`config.mk`:
```
export PLATFORM = sky130hd
export DESIGN_NAME = pong_game_ctrl
export DESIGN_NICKNAME = d
export VERILOG_FILES = /design/src/rtl/pong_pkg.sv /design/src/rtl/pong_paddle_mover.sv /design/src/rtl/pong_game_ctrl.sv
export SDC_FILE = /design/constraint.sdc
export NUM_CORES = 1
export LEC_CHECK = 0
export ABC_AREA = 1
export CAP_MARGIN = 20
export CELL_PAD_IN_SITES_DETAIL_PLACEMENT = 0
export CELL_PAD_IN_SITES_GLOBAL_PLACEMENT = 2
export CORE_MARGIN = 2
export CORE_UTILIZATION = 33
export DETAILED_ROUTE_END_ITERATION = 10
export GPL_TIMING_DRIVEN = 0
export HOLD_SLACK_MARGIN = 0.08
export PLACE_DENSITY_LB_ADDON = 0.1
export REMOVE_ABC_BUFFERS = 1
export SYNTH_ARGS = -nofsm -noshare
export SYNTH_HDL_FRONTEND = slang
export SYNTH_SLANG_ARGS = --single-unit
```
`constraint.sdc`:
```
create_clock -name clk -period 3.8 [get_ports clk]
set_input_delay 0.38 -clock clk [delete_from_list [all_inputs] [get_ports clk]]
set_output_delay 0.38 -clock clk [all_outputs]
set_load 0.02 [all_outputs]
```
`src/rtl/pong_pkg.sv`:
```
// Shared widths, field geometry, game-state encoding and small helpers for the pong controller.
package pong_pkg;

  localparam int unsigned COORD_W = 10;
  localparam int unsigned CMP_W   = 11;
  localparam int unsigned SCORE_W = 4;
  localparam int unsigned SPD_W   = 3;
  localparam int unsigned STATE_W = 3;

  localparam int unsigned FIELD_TOP   = 20;
  localparam int unsigned FIELD_BOT   = 420;
  localparam int unsigned FIELD_LEFT  = 20;
  localparam int unsigned FIELD_RIGHT = 620;
  localparam int unsigned LPAD_FACE   = 43;
  localparam int unsigned RPAD_FACE   = 597;
  localparam int unsigned PAD_HALF    = 25;
  localparam int unsigned BALL_R      = 4;
  localparam int unsigned CENTER_X    = 320;
  localparam int unsigned CENTER_Y    = 220;

  // Derived limits: paddle travel keeps the paddle one row inside the border.
  localparam int unsigned PAD_RESET = 220;
  localparam int unsigned PAD_MIN   = FIELD_TOP + PAD_HALF + 1;
  localparam int unsigned PAD_MAX   = FIELD_BOT - PAD_HALF - 1;
  localparam int unsigned HIT_TOL   = PAD_HALF + BALL_R;
  localparam int unsigned SCORE_MAX = 9;
  localparam int unsigned SPEED_MAX = 4;

  localparam logic [STATE_W-1:0] ST_IDLE     = 3'd0;
  localparam logic [STATE_W-1:0] ST_SERVE    = 3'd1;
  localparam logic [STATE_W-1:0] ST_PLAY     = 3'd2;
  localparam logic [STATE_W-1:0] ST_SCORED   = 3'd3;
  localparam logic [STATE_W-1:0] ST_GAMEOVER = 3'd4;

  // |a - b| <= HIT_TOL without any subtraction.
  function automatic logic within_tol(input logic [COORD_W-1:0] a, input logic [COORD_W-1:0] b);
    return (CMP_W'(a) <= CMP_W'(b) + CMP_W'(HIT_TOL)) &&
           (CMP_W'(b) <= CMP_W'(a) + CMP_W'(HIT_TOL));
  endfunction

  function automatic logic [SCORE_W-1:0] score_inc(input logic [SCORE_W-1:0] s);
    return (s >= SCORE_W'(SCORE_MAX)) ? s : s + SCORE_W'(1);
  endfunction

endpackage

```
`src/rtl/pong_paddle_mover.sv`:
```
// One paddle centre register: steps by PADDLE_SPEED on tick, clamps to the field, reloads on restart.
module pong_paddle_mover
  import pong_pkg::*;
#(
  parameter int unsigned PADDLE_SPEED = 2
) (
  input  logic               clk,
  input  logic               rst_n,
  input  logic               tick_i,
  input  logic               load_i,
  input  logic               up_i,
  input  logic               down_i,
  output logic [COORD_W-1:0] center_o
);

  logic [COORD_W-1:0] center_q;
  logic [COORD_W-1:0] center_d;

  always_comb begin
    center_d = center_q;
    if (load_i) begin
      center_d = COORD_W'(PAD_RESET);
    end else if (tick_i && up_i && !down_i) begin
      if (CMP_W'(center_q) < CMP_W'(PAD_MIN) + CMP_W'(PADDLE_SPEED)) begin
        center_d = COORD_W'(PAD_MIN);
      end else begin
        center_d = center_q - COORD_W'(PADDLE_SPEED);
      end
    end else if (tick_i && down_i && !up_i) begin
      if (CMP_W'(center_q) + CMP_W'(PADDLE_SPEED) > CMP_W'(PAD_MAX)) begin
        center_d = COORD_W'(PAD_MAX);
      end else begin
        center_d = center_q + COORD_W'(PADDLE_SPEED);
      end
    end
  end

  always_ff @(posedge clk or negedge rst_n) begin
    if (!rst_n) begin
      center_q <= COORD_W'(PAD_RESET);
    end else begin
      center_q <= center_d;
    end
  end

  assign center_o = center_q;

endmodule

```
`src/rtl/pong_game_ctrl.sv`:
```
// Frame-rate pong sequencer: paddles, ball motion/bounces, goals, scores and IDLE/SERVE/PLAY/GAMEOVER.
// Optional feature macro: PONG_SPEEDUP_EN (ball speeds up on each paddle hit).
module pong_game_ctrl
  import pong_pkg::*;
#(
  parameter int unsigned BALL_SPEED   = 1,
  parameter int unsigned PADDLE_SPEED = 2,
  parameter int unsigned SERVE_FRAMES = 60,
  parameter int unsigned WIN_SCORE    = 9
) (
  input  logic               clk,
  input  logic               rst_n,
  input  logic               frame_tick,
  input  logic               start,
  input  logic               left_up,
  input  logic               left_down,
  input  logic               right_up,
  input  logic               right_down,
  output logic [COORD_W-1:0] leftPaddle,
  output logic [COORD_W-1:0] rightPaddle,
  output logic [SCORE_W-1:0] scoreLeft,
  output logic [SCORE_W-1:0] scoreRight,
  output logic [COORD_W-1:0] ball_center_x,
  output logic [COORD_W-1:0] ball_center_y,
  output logic               game_over
);

  localparam int unsigned CNT_W = (SERVE_FRAMES > 1) ? $clog2(SERVE_FRAMES) : 1;

  logic [STATE_W-1:0] state_q, state_d;
  logic [CNT_W-1:0]   cnt_q, cnt_d;
  logic [COORD_W-1:0] x_q, x_d, y_q, y_d;
  logic               dx_q, dx_d, dy_q, dy_d;
  logic [SPD_W-1:0]   spd_q, spd_d;
  logic [SCORE_W-1:0] sl_q, sl_d, sr_q, sr_d;
  logic               go_q, go_d;

  logic [CMP_W-1:0]   x_w, y_w, spd_w;
  logic [COORD_W-1:0] spd_c;
  logic               lhit, rhit;
  logic               pad_tick, pad_load;

  function automatic logic [SPD_W-1:0] hit_speed(input logic [SPD_W-1:0] s);
`ifdef PONG_SPEEDUP_EN
    return (s >= SPD_W'(SPEED_MAX)) ? s : s + SPD_W'(1);
`else
    return s;
`endif
  endfunction

  assign x_w   = CMP_W'(x_q);
  assign y_w   = CMP_W'(y_q);
  assign spd_w = CMP_W'(spd_q);
  assign spd_c = COORD_W'(spd_q);

  // Paddle hits only count when the ball crosses the face on this step, not after it passed.
  assign lhit = !dx_q && (x_w > CMP_W'(LPAD_FACE + BALL_R)) &&
                (x_w <= CMP_W'(LPAD_FACE + BALL_R) + spd_w) && within_tol(y_q, leftPaddle);
  assign rhit = dx_q && (x_w < CMP_W'(RPAD_FACE - BALL_R)) &&
                (x_w + spd_w + CMP_W'(BALL_R) >= CMP_W'(RPAD_FACE)) && within_tol(y_q, rightPaddle);

  assign pad_tick = frame_tick && ((state_q == ST_SERVE) || (state_q == ST_PLAY));
  assign pad_load = frame_tick && (state_q == ST_GAMEOVER) && start;

  always_comb begin
    state_d = state_q;
    cnt_d   = cnt_q;
    x_d     = x_q;
    y_d     = y_q;
    dx_d    = dx_q;
    dy_d    = dy_q;
    spd_d   = spd_q;
    sl_d    = sl_q;
    sr_d    = sr_q;
    if (frame_tick) begin
      case (state_q)
        ST_IDLE: begin
          x_d = COORD_W'(CENTER_X);
          y_d = COORD_W'(CENTER_Y);
          if (start) begin
            state_d = ST_SERVE;
            cnt_d   = '0;
          end
        end
        ST_SERVE: begin
          x_d = COORD_W'(CENTER_X);
          y_d = COORD_W'(CENTER_Y);
          if (cnt_q == CNT_W'(SERVE_FRAMES - 1)) begin
            state_d = ST_PLAY;
            cnt_d   = '0;
            spd_d   = SPD_W'(BALL_SPEED);
          end else begin
            cnt_d = cnt_q + CNT_W'(1);
          end
        end
        ST_PLAY: begin
          if (dy_q) begin
            if (y_w + spd_w + CMP_W'(BALL_R) >= CMP_W'(FIELD_BOT)) begin
              y_d  = COORD_W'(FIELD_BOT - BALL_R - 1);
              dy_d = 1'b0;
            end else begin
              y_d = y_q + spd_c;
            end
          end else begin
            if (y_w <= CMP_W'(FIELD_TOP + BALL_R) + spd_w) begin
              y_d  = COORD_W'(FIELD_TOP + BALL_R + 1);
              dy_d = 1'b1;
            end else begin
              y_d = y_q - spd_c;
            end
          end
          if (lhit) begin
            x_d   = COORD_W'(LPAD_FACE + BALL_R + 1);
            dx_d  = 1'b1;
            spd_d = hit_speed(spd_q);
          end else if (rhit) begin
            x_d   = COORD_W'(RPAD_FACE - BALL_R - 1);
            dx_d  = 1'b0;
            spd_d = hit_speed(spd_q);
          end else if (!dx_q) begin
            x_d = x_q - spd_c;
            if (x_w <= CMP_W'(FIELD_LEFT + BALL_R) + spd_w) begin
              sr_d    = score_inc(sr_q);
              state_d = ST_SCORED;
            end
          end else begin
            x_d = x_q + spd_c;
            if (x_w + spd_w + CMP_W'(BALL_R) >= CMP_W'(FIELD_RIGHT)) begin
              sl_d    = score_inc(sl_q);
              state_d = ST_SCORED;
            end
          end
        end
        ST_SCORED: begin
          // dx is left untouched: on a miss it already points at the conceding side.
          x_d = COORD_W'(CENTER_X);
          y_d = COORD_W'(CENTER_Y);
          if ((sl_q == SCORE_W'(WIN_SCORE)) || (sr_q == SCORE_W'(WIN_SCORE))) begin
            state_d = ST_GAMEOVER;
          end else begin
            spd_d   = SPD_W'(BALL_SPEED);
            cnt_d   = '0;
            state_d = ST_SERVE;
          end
        end
        ST_GAMEOVER: begin
          x_d = COORD_W'(CENTER_X);
          y_d = COORD_W'(CENTER_Y);
          if (start) begin
            sl_d    = '0;
            sr_d    = '0;
            spd_d   = SPD_W'(BALL_SPEED);
            cnt_d   = '0;
            state_d = ST_SERVE;
          end
        end
        default: state_d = ST_IDLE;
      endcase
    end
    go_d = (state_d == ST_GAMEOVER);
  end

  always_ff @(posedge clk or negedge rst_n) begin
    if (!rst_n) begin
      state_q <= ST_IDLE;
      cnt_q   <= '0;
      x_q     <= COORD_W'(CENTER_X);
      y_q     <= COORD_W'(CENTER_Y);
      dx_q    <= 1'b1;
      dy_q    <= 1'b1;
      spd_q   <= SPD_W'(BALL_SPEED);
      sl_q    <= '0;
      sr_q    <= '0;
      go_q    <= 1'b0;
    end else begin
      state_q <= state_d;
      cnt_q   <= cnt_d;
      x_q     <= x_d;
      y_q     <= y_d;
      dx_q    <= dx_d;
      dy_q    <= dy_d;
      spd_q   <= spd_d;
      sl_q    <= sl_d;
      sr_q    <= sr_d;
      go_q    <= go_d;
    end
  end

  pong_paddle_mover #(.PADDLE_SPEED(PADDLE_SPEED)) u_left (
    .clk      (clk),
    .rst_n    (rst_n),
    .tick_i   (pad_tick),
    .load_i   (pad_load),
    .up_i     (left_up),
    .down_i   (left_down),
    .center_o (leftPaddle)
  );

  pong_paddle_mover #(.PADDLE_SPEED(PADDLE_SPEED)) u_right (
    .clk      (clk),
    .rst_n    (rst_n),
    .tick_i   (pad_tick),
    .load_i   (pad_load),
    .up_i     (right_up),
    .down_i   (right_down),
    .center_o (rightPaddle)
  );

  assign ball_center_x = x_q;
  assign ball_center_y = y_q;
  assign scoreLeft     = sl_q;
  assign scoreRight    = sr_q;
  assign game_over     = go_q;

endmodule

```
==> summary.md, run 1 <==
| Metric | Value |
|---|---|
| Fmax | 302 MHz |
| Wire per inst | 16.0 um |
| Layout cell share with drive strength beyond 1 | 0.116 |
| First-pass GRT wire length | 32100 um |
| Final setup viols | 0 |
| Nets | 1054 |
| Leak pwr | 3.50 nW |
| # port buffers | 54 |
| Drt pass-1 iters | 4 |
| Max-cap viol count | 0 |
| Num CTS Buffers | 9 |
| Pin count of the biggest net entering global routing | 59 |
| Setup Skew | 0.00720 ns |
| Vias per inst | 5.03 |
| Die Width | 141 um |
| Clock Sinks | 58 |
| Final Cycle Share | 0.873 |
| WL final | 19600 um |
| I/O pin count | 57 |
| Core area | 0.0186 sq mm |
| Worst skew pair latency | 0.34 ns |
| Clock Tree Buf Depth | 2 |
| Slew of the pin with the lowest slew margin | 0.874 ns |
| CP Data Arrival Time | 3.50 ns |
| Clock root buffer | clkbuf_16 |
| Synth-to-layout area growth | 17.6% |
| Post-detail-place hpwl | 15100 um |
| Pwr/cell area | 519 mW/mm^2 |
| Initial antenna violation count | 0 |
| RePlAce Congestion | 0.825 |
| Max_slew headroom | 0.417 |
| Status | finished, final reports clean |
| Initial core utilization | 0.334 |
| Worst Setup End Kind | register |
| Count of final hold-check violations | 0 |
| Via count | 6170 |
| Remaining global-route overflow | 0 |
| Antenna Cells | 0 |
| DIE AREA | 0.0200 sq mm |
| Netlist cell types | 54 |
| Number of enable flip-flop cells after synthesis | 0 |
| CTS clk-pin slew, worst paths | 0.06 ns |
| Post-Syn Area | 0.00623 sq mm |
| Antenna Nets Post-Route | 0 |
| Number of global-route vias before repair | 6096 |
| Main synth FF type | dfrtp_1 |
| DIE HEIGHT | 141 um |
| Row cnt | 50 |
| Startpoint types | register |
| GRT Total Usage | 0.203 |
| Commonest non-fill, non-tap cell in the layout | nand2_1 |
| Hold Buf Count CTS | 0 |
| #FFs+latches synth | 58 |
| Most frequent cells in the layout | 199 x nand2_1, 124 x inv_1, 100 x nor2_1 |
| Synth Warn # | 0 |
| H-tree depth | 3 |
| Setup Total Neg Slack | 0 ns |
| Seq/Total Area, Yosys | 0.237 |
| Crit path kind | reg -> reg |
| Min cycle time layout | 3.32 ns |
| Ys async rst share | 1.00 |
| CP Max Fanout | 7 |
| Peak supply drop | 0.000249 V |
| Critical Path RT | 3.99 ns |
| Placed instance area | 0.00703 sq mm |
| Mapped Cells | 927 |
| RSZ-0062 raised after global routing | false |
| DRC Markers | 0 |
| Worst hold path type | in -> async |
| Final instance area | 0.00733 sq mm |
| Initial DRC Count | 271 |
| Slew Viols, Final | 0 |
| Syn Area/Cell | 6.72 sq um |
| CTS tree | done |
-- worst paths after layout --
path	depth (start not counted)	to	startpoint	slack, ns
hold / removal	1	cnt_q[5]	rst_n	0.13
hold reg to reg	2	dx_q	dx_q	0.55
min in group clk	2	dx_q	dx_q	0.55
setup reg to reg	23	ball_center_x[1]	u_left.center_o[3]	0.48
setup / recovery	23	ball_center_x[1]	u_left.center_o[3]	0.48
max in group asynchronous	1	ball_center_y[0]	rst_n	3.10
-- per-stage QoR --
stage	cells	utilization	total power [mW]	setup WS, ns	hold WS [ns]
4_1_cts	1225	0.393	3.85	0.348	0.170
3_3_place_gp	1208	0.377	3.03	0.0394	0.546
6_report	1226	0.393	3.80	0.483	0.126
5_1_grt	1226	0.393	4.16	0.0466	0.195
2_1_floorplan	920	-	2.35	0.904	0.0844
3_5_place_dp	1209	0.377	3.01	0.376	0.545
-- kinds of logic (layout without fill, tap and decap cells) --
| family | Yosys count | count (layout) | synth area share |
|---|---|---|---|
| XOR/XNOR | 36 | 36 | 0.0506 |
| flip-flops | 58 | 58 | 0.237 |
| other | 1 | 2 | 0.000602 |
| AND/OR/NAND/NOR | 447 | 447 | 0.332 |
| adder cells (fa/ha/maj) | 59 | 59 | 0.120 |
| AO/OA/AOI/OAI | 175 | 175 | 0.166 |
| buffers and inverters | 151 | 215 | 0.0938 |
-- timing repair --
| action | in CTS | in global routing |
|---|---|---|
| resized for setup | 0 | 0 |
| buffers inserted | 0 | 1 |
| endpoints found under the setup margin | 0 | 5 |
-- worst max-delay path, stage by stage, from the launching register on --
cell and delay, ns:
dfstp_2 0.60, inv_2 0.09, nand2_2 0.12, nor2_1 0.07
nor2_2 0.15, inv_1 0.07, nor2_1 0.09, inv_1 0.07
nor2_1 0.15, xor2_1 0.18, ha_1 0.28, a21o_1 0.19
nand3_1 0.07, nand2_1 0.06, a21oi_2 0.09, nand2_1 0.05
nand2_1 0.12, nand2_1 0.08, nor2_1 0.17, nand2_2 0.13
nand2_2 0.10, inv_2 0.06, nand2_4 0.10, o22ai_2 0.08
-- report_power, final --
part | leakage [nW] | switching [mW] | internal, mW
sequential | 0.716 | 0.238 | 0.770
combinational | 2.66 | 1.23 | 0.763
clock | 0.132 | 0.338 | 0.466
total | 3.50 | 1.80 | 2.00
-- sequential cells by signal (all words and copies together), names as in the netlist, 3 cells and up --
signal and flops:
ball_center_y 10, scoreLeft 4, u_right.center_o 9, ball_center_x 10, state_q 3, cnt_q 6, scoreRight 4, u_left.center_o 9
-- metal layers --
metal,share of wire,vias to the layer above,global-route usage
met2,0.48,96,0.349
met3,0.028,20,0.0287
met5,0,-,0
met1,0.48,2857,0.270
li1,-,3197,-
met4,0.014,0,0.0495
-- cell type report --
type	instances	area, sq um
fillers	2022	11300
multi-input cells	719	4180
flip-flops and latches	58	1480
repair buffers	56	557
inverters	143	537
well taps	234	293
clock buffers	10	239
clock inverters	6	48.8
-- Yosys cell counts, drive strengths merged, types with 2 or more instances --
master	n	area share
nor4	2	0.0044
o31ai	6	0.0072
dfstp	19	0.080
a22oi	12	0.015
o21bai	4	0.0048
a32oi	2	0.0028
o21ai	63	0.051
nand4	20	0.021
o311ai	2	0.0028
ha	58	0.12
a31oi	6	0.0060
dfrtp	39	0.16
nand3b	5	0.0060
nand2	219	0.14
clkbuf	3	0.0018
or2	5	0.0050
a211oi	2	0.0024
inv	141	0.085
nor2	112	0.073
clkinv	2	0.0012
nand3	59	0.053
o22ai	13	0.017
buf	5	0.0058
a21oi	59	0.049
nor3	22	0.025
nor3b	2	0.0024
o221ai	2	0.0028
xor2	35	0.049
Power figures use the tool's default switching activity.
==> run 2, diff against run 1 <==
--- a/config.mk
+++ b/config.mk
@@ -10,11 +10,11 @@
 export CELL_PAD_IN_SITES_DETAIL_PLACEMENT = 0
 export CELL_PAD_IN_SITES_GLOBAL_PLACEMENT = 2
 export CORE_MARGIN = 2
-export CORE_UTILIZATION = 33
+export CORE_UTILIZATION = 35
 export DETAILED_ROUTE_END_ITERATION = 10
 export GPL_TIMING_DRIVEN = 0
 export HOLD_SLACK_MARGIN = 0.08
-export PLACE_DENSITY_LB_ADDON = 0.1
+export PLACE_DENSITY = 0.83
 export REMOVE_ABC_BUFFERS = 1
 export SYNTH_ARGS = -nofsm -noshare
 export SYNTH_HDL_FRONTEND = slang
==> constraint.sdc (replaced) <==
create_clock -name clk -period 4 [get_ports clk]
set_input_delay 0.4 -clock clk [delete_from_list [all_inputs] [get_ports clk]]
set_output_delay 0.4 -clock clk [all_outputs]
set_load 0.1 [all_outputs]
==> summary.md, run 2 (synthesis gave the netlist of run 1 again) <==
| Metric | Value |
|---|---|
| Status | finished, final reports clean (unchanged) |
| Register area | 0.00148 sq mm (unchanged) |
| Worst Setup End Kind | register (unchanged) |
| CTS clk-pin slew, worst paths | 0.06 ns (about the same) |
| Row cnt | 48 (was 50) |
| DIE AREA | 0.0189 sq mm (was 0.0200 sq mm) |
| Hold Buf Count CTS | 0 (unchanged) |
| FF-to-FF End | ball_center_x[3] (was ball_center_x[1]) |
| Number of global-route vias before repair | 5779 (was 6096) |
| Fillers | 1854 (was 2022) |
| Layout cell share with drive strength beyond 1 | 0.114 (was 0.116) |
| Worst Reg2Reg Path Length in Cells | 24 (was 23) |
| Most frequent CP cell | nand2_1 |
| Sw Pwr | 2.27 mW (was 1.80 mW) |
| Max_slew headroom | 0.344 (was 0.417) |
| Slew of the pin with the lowest slew margin | 0.982 ns (was 0.874 ns) |
| Antenna Nets Post-Route | 0 (unchanged) |
| Core area | 0.0174 sq mm (was 0.0186 sq mm) |
| Total power | 4.28 mW (was 3.80 mW) |
| Via count | 6148 (was 6170) |
| Nets | 1054 (unchanged) |
| Max incr delay on CP | 0.63 ns (was 0.60 ns) |
| Clock Sinks | 58 (unchanged) |
| Max-cap viol count | 0 (unchanged) |
| Cell Int Power | 2.01 mW (was 2.00 mW) |
| RePlAce Congestion | 0.803 (was 0.825) |
| Crit. Startpoint | u_left.center_o[2] (was u_left.center_o[3]) |
| CP Max Fanout | 6 (was 7) |
| Clk pwr share | 0.205 (was 0.211) |
| Drt pass-1 iters | 5 (was 4) |
| Final setup viols | 0 (unchanged) |
| Num CTS Buffers | 9 (unchanged) |
| Post-CTS setup buffers | 0 (unchanged) |
| Clock root buffer | clkbuf_16 (unchanged) |
| Setup Skew | 0.00924 ns (was 0.00720 ns) |
| Post-Place Cells | 1201 (was 1209) |
| Flop pwr share | 0.226 (was 0.265) |
| Remaining global-route overflow | 0 (unchanged) |
| Most frequent cells in the layout | 199 x nand2_1, 124 x inv_1, 100 x nor2_1 (unchanged) |
| CP Capture Point | ball_center_x[3] (was ball_center_x[1]) |
| Post_cts resized | 0 (unchanged) |
| Worst hold path type | in -> async (unchanged) |
| Comb pwr share | 0.569 (was 0.524) |
| R2r startpoint | u_left.center_o[2] (was u_left.center_o[3]) |
| I/O pin count | 57 (unchanged) |
| GRT Total Usage | 0.211 (was 0.203) |
| RSZ-0062 raised after global routing | false (unchanged) |
| CP Data Arrival Time | 3.56 ns (was 3.50 ns) |
| Commonest non-fill, non-tap cell in the layout | nand2_1 (unchanged) |
| Initial core utilization | 0.359 (was 0.334) |
| Wire per inst | 15.6 um (was 16.0 um) |
| First-pass GRT wire length | 30700 um (was 32100 um) |
| Synth-to-layout area growth | 17.9% (was 17.6%) |
| Final core occ | 0.423 (was 0.393) |
| Final Cycle Share | 0.835 (was 0.873) |
| Startpoint types | register (unchanged) |
| DIE HEIGHT | 137 um (was 141 um) |
| WL final | 19000 um (was 19600 um) |
| Instance count on the critical path | 24 (was 23) |
| Clock Tree Buf Depth | 2 (unchanged) |
| Reg-to-reg slack, setup | 0.66 ns (was 0.48 ns) |
| Area of the multi-input gates | 0.00417 sq mm (was 0.00418 sq mm) |
| Pwr/cell area | 582 mW/mm^2 (was 519 mW/mm^2) |
| Leak pwr | 3.53 nW (was 3.50 nW) |
| Die Width | 137 um (was 141 um) |
| CP max stage cell | dfstp_2 (unchanged) |
| Fin cells | 1217 (was 1226) |
| Initial antenna violation count | 0 (unchanged) |
| Worst skew pair latency | 0.34 ns (about the same) |
| Count of final hold-check violations | 0 (unchanged) |
| CP Cell Sequence | inv_1 > nand2_2 > nor2_1 > nor2_2 > inv_1 > nor2_1 > inv_1 > nor2_1 > inv_1 > o21ai_0 > nand2_1 > ha_1 > nand3_1 > nand2_1 > a21oi_2 > nand2_1 > nand2_1 > nand2_1 > nor2_1 > nand2_2 > nand2_2 > inv_2 > nand2_4 > o22ai_2 (was inv_2 > nand2_2 > nor2_1 > nor2_2 > inv_1 > nor2_1 > inv_1 > nor2_1 > xor2_1 > ha_1 > a21o_1 > nand3_1 > nand2_1 > a21oi_2 > nand2_1 > nand2_1 > nand2_1 > nor2_1 > nand2_2 > nand2_2 > inv_2 > nand2_4 > o22ai_2) |
| Delay-heaviest family, CP | simple AND/OR/NAND/NOR gates (unchanged) |
| Setup Total Neg Slack | 0 ns (unchanged) |
| Post-detail-place hpwl | 14700 um (was 15100 um) |
| Slew Viols, Final | 0 (unchanged) |
| Critical Path RT | 4.21 ns (was 3.99 ns) |
| Switching part of the total | 0.530 (was 0.474) |
| Min cycle time layout | 3.34 ns (was 3.32 ns) |
| Crit path kind | reg -> reg (unchanged) |
| Buf+Inv Stages, Crit Path | 5 (was 4) |
| CTS tree | done (unchanged) |
| H-tree depth | 3 (unchanged) |
| Antenna Cells | 0 (unchanged) |
| Pin count of the biggest net entering global routing | 59 (unchanged) |
| # port buffers | 54 (unchanged) |
| Initial DRC Count | 404 (was 271) |
| DRC Markers | 0 (unchanged) |
| Fmax | 299 MHz (was 302 MHz) |
| Peak supply drop | 0.000422 V (was 0.000249 V) |
| Vias per inst | 5.05 (was 5.03) |
[run 2: changes by cell type in the layout (fill, tap and decap cells not counted)]
cell and delta:
bufinv_16 +2, inv_6 -3, a21oi_1 +1, clkinv_2 +2, clkbuf_1 +1, clkinv_4 +1, clkinvlp_4 -3, a21oi_2 -1
[run 2: worst min-delay path by stage]
stage,start,end,slack (ns),cells after the start
floorplan,rst_n,ball_center_x[0],0.10,0
global placement,dx_q,dx_q,0.55,2
detailed placement,rst_n,u_right.center_o[1],0.56,1
CTS,rst_n,u_right.center_o[9],0.20,1
global route,rst_n,cnt_q[1],0.23,1
finish,rst_n,u_right.center_o[1],0.16,1
[run 2: stage by stage]
stage | instance area [sq um] | hold WS [ns] | setup WS [ns]
2_1_floorplan | 6190 | 0.104 | 0.676
3_3_place_gp | 7010 | 0.553 | 0.233
3_5_place_dp | 7020 | 0.558 | 0.657
4_1_cts | 7350 | 0.197 | 0.625
5_1_grt | 7350 | 0.227 | 0.301
6_report | 7350 | 0.162 | 0.659
[run 2: cell type report]
| cell class | instances | area share |
|---|---|---|
| multi-input combinational | 719 | 0.568 |
| inverter | 143 | 0.0731 |
| tap | 225 | 0.0383 |
| clock inverter | 5 | 0.0107 |
| timing repair buffer | 56 | 0.0758 |
| sequential | 58 | 0.201 |
| clock buffer | 11 | 0.0330 |
[run 2: power groups by stage]
stage          Clock [mW]  Combinational, mW  Sequential, mW
6_report            0.878               2.43           0.966
5_1_grt             0.923               2.70           0.988
3_3_place_gp            0               2.45           0.982
3_5_place_dp            0               2.44           0.974
2_1_floorplan           0               1.24            1.57
4_1_cts             0.900               2.45           0.967
[run 2: metal layers]
layer | up-vias | part of all wire | GRT usage
met5 | - | 0 | 0
met2 | 118 | 0.43 | 0.318
met4 | 0 | 0.015 | 0.0630
met3 | 17 | 0.038 | 0.0254
met1 | 2813 | 0.51 | 0.314
li1 | 3200 | - | -
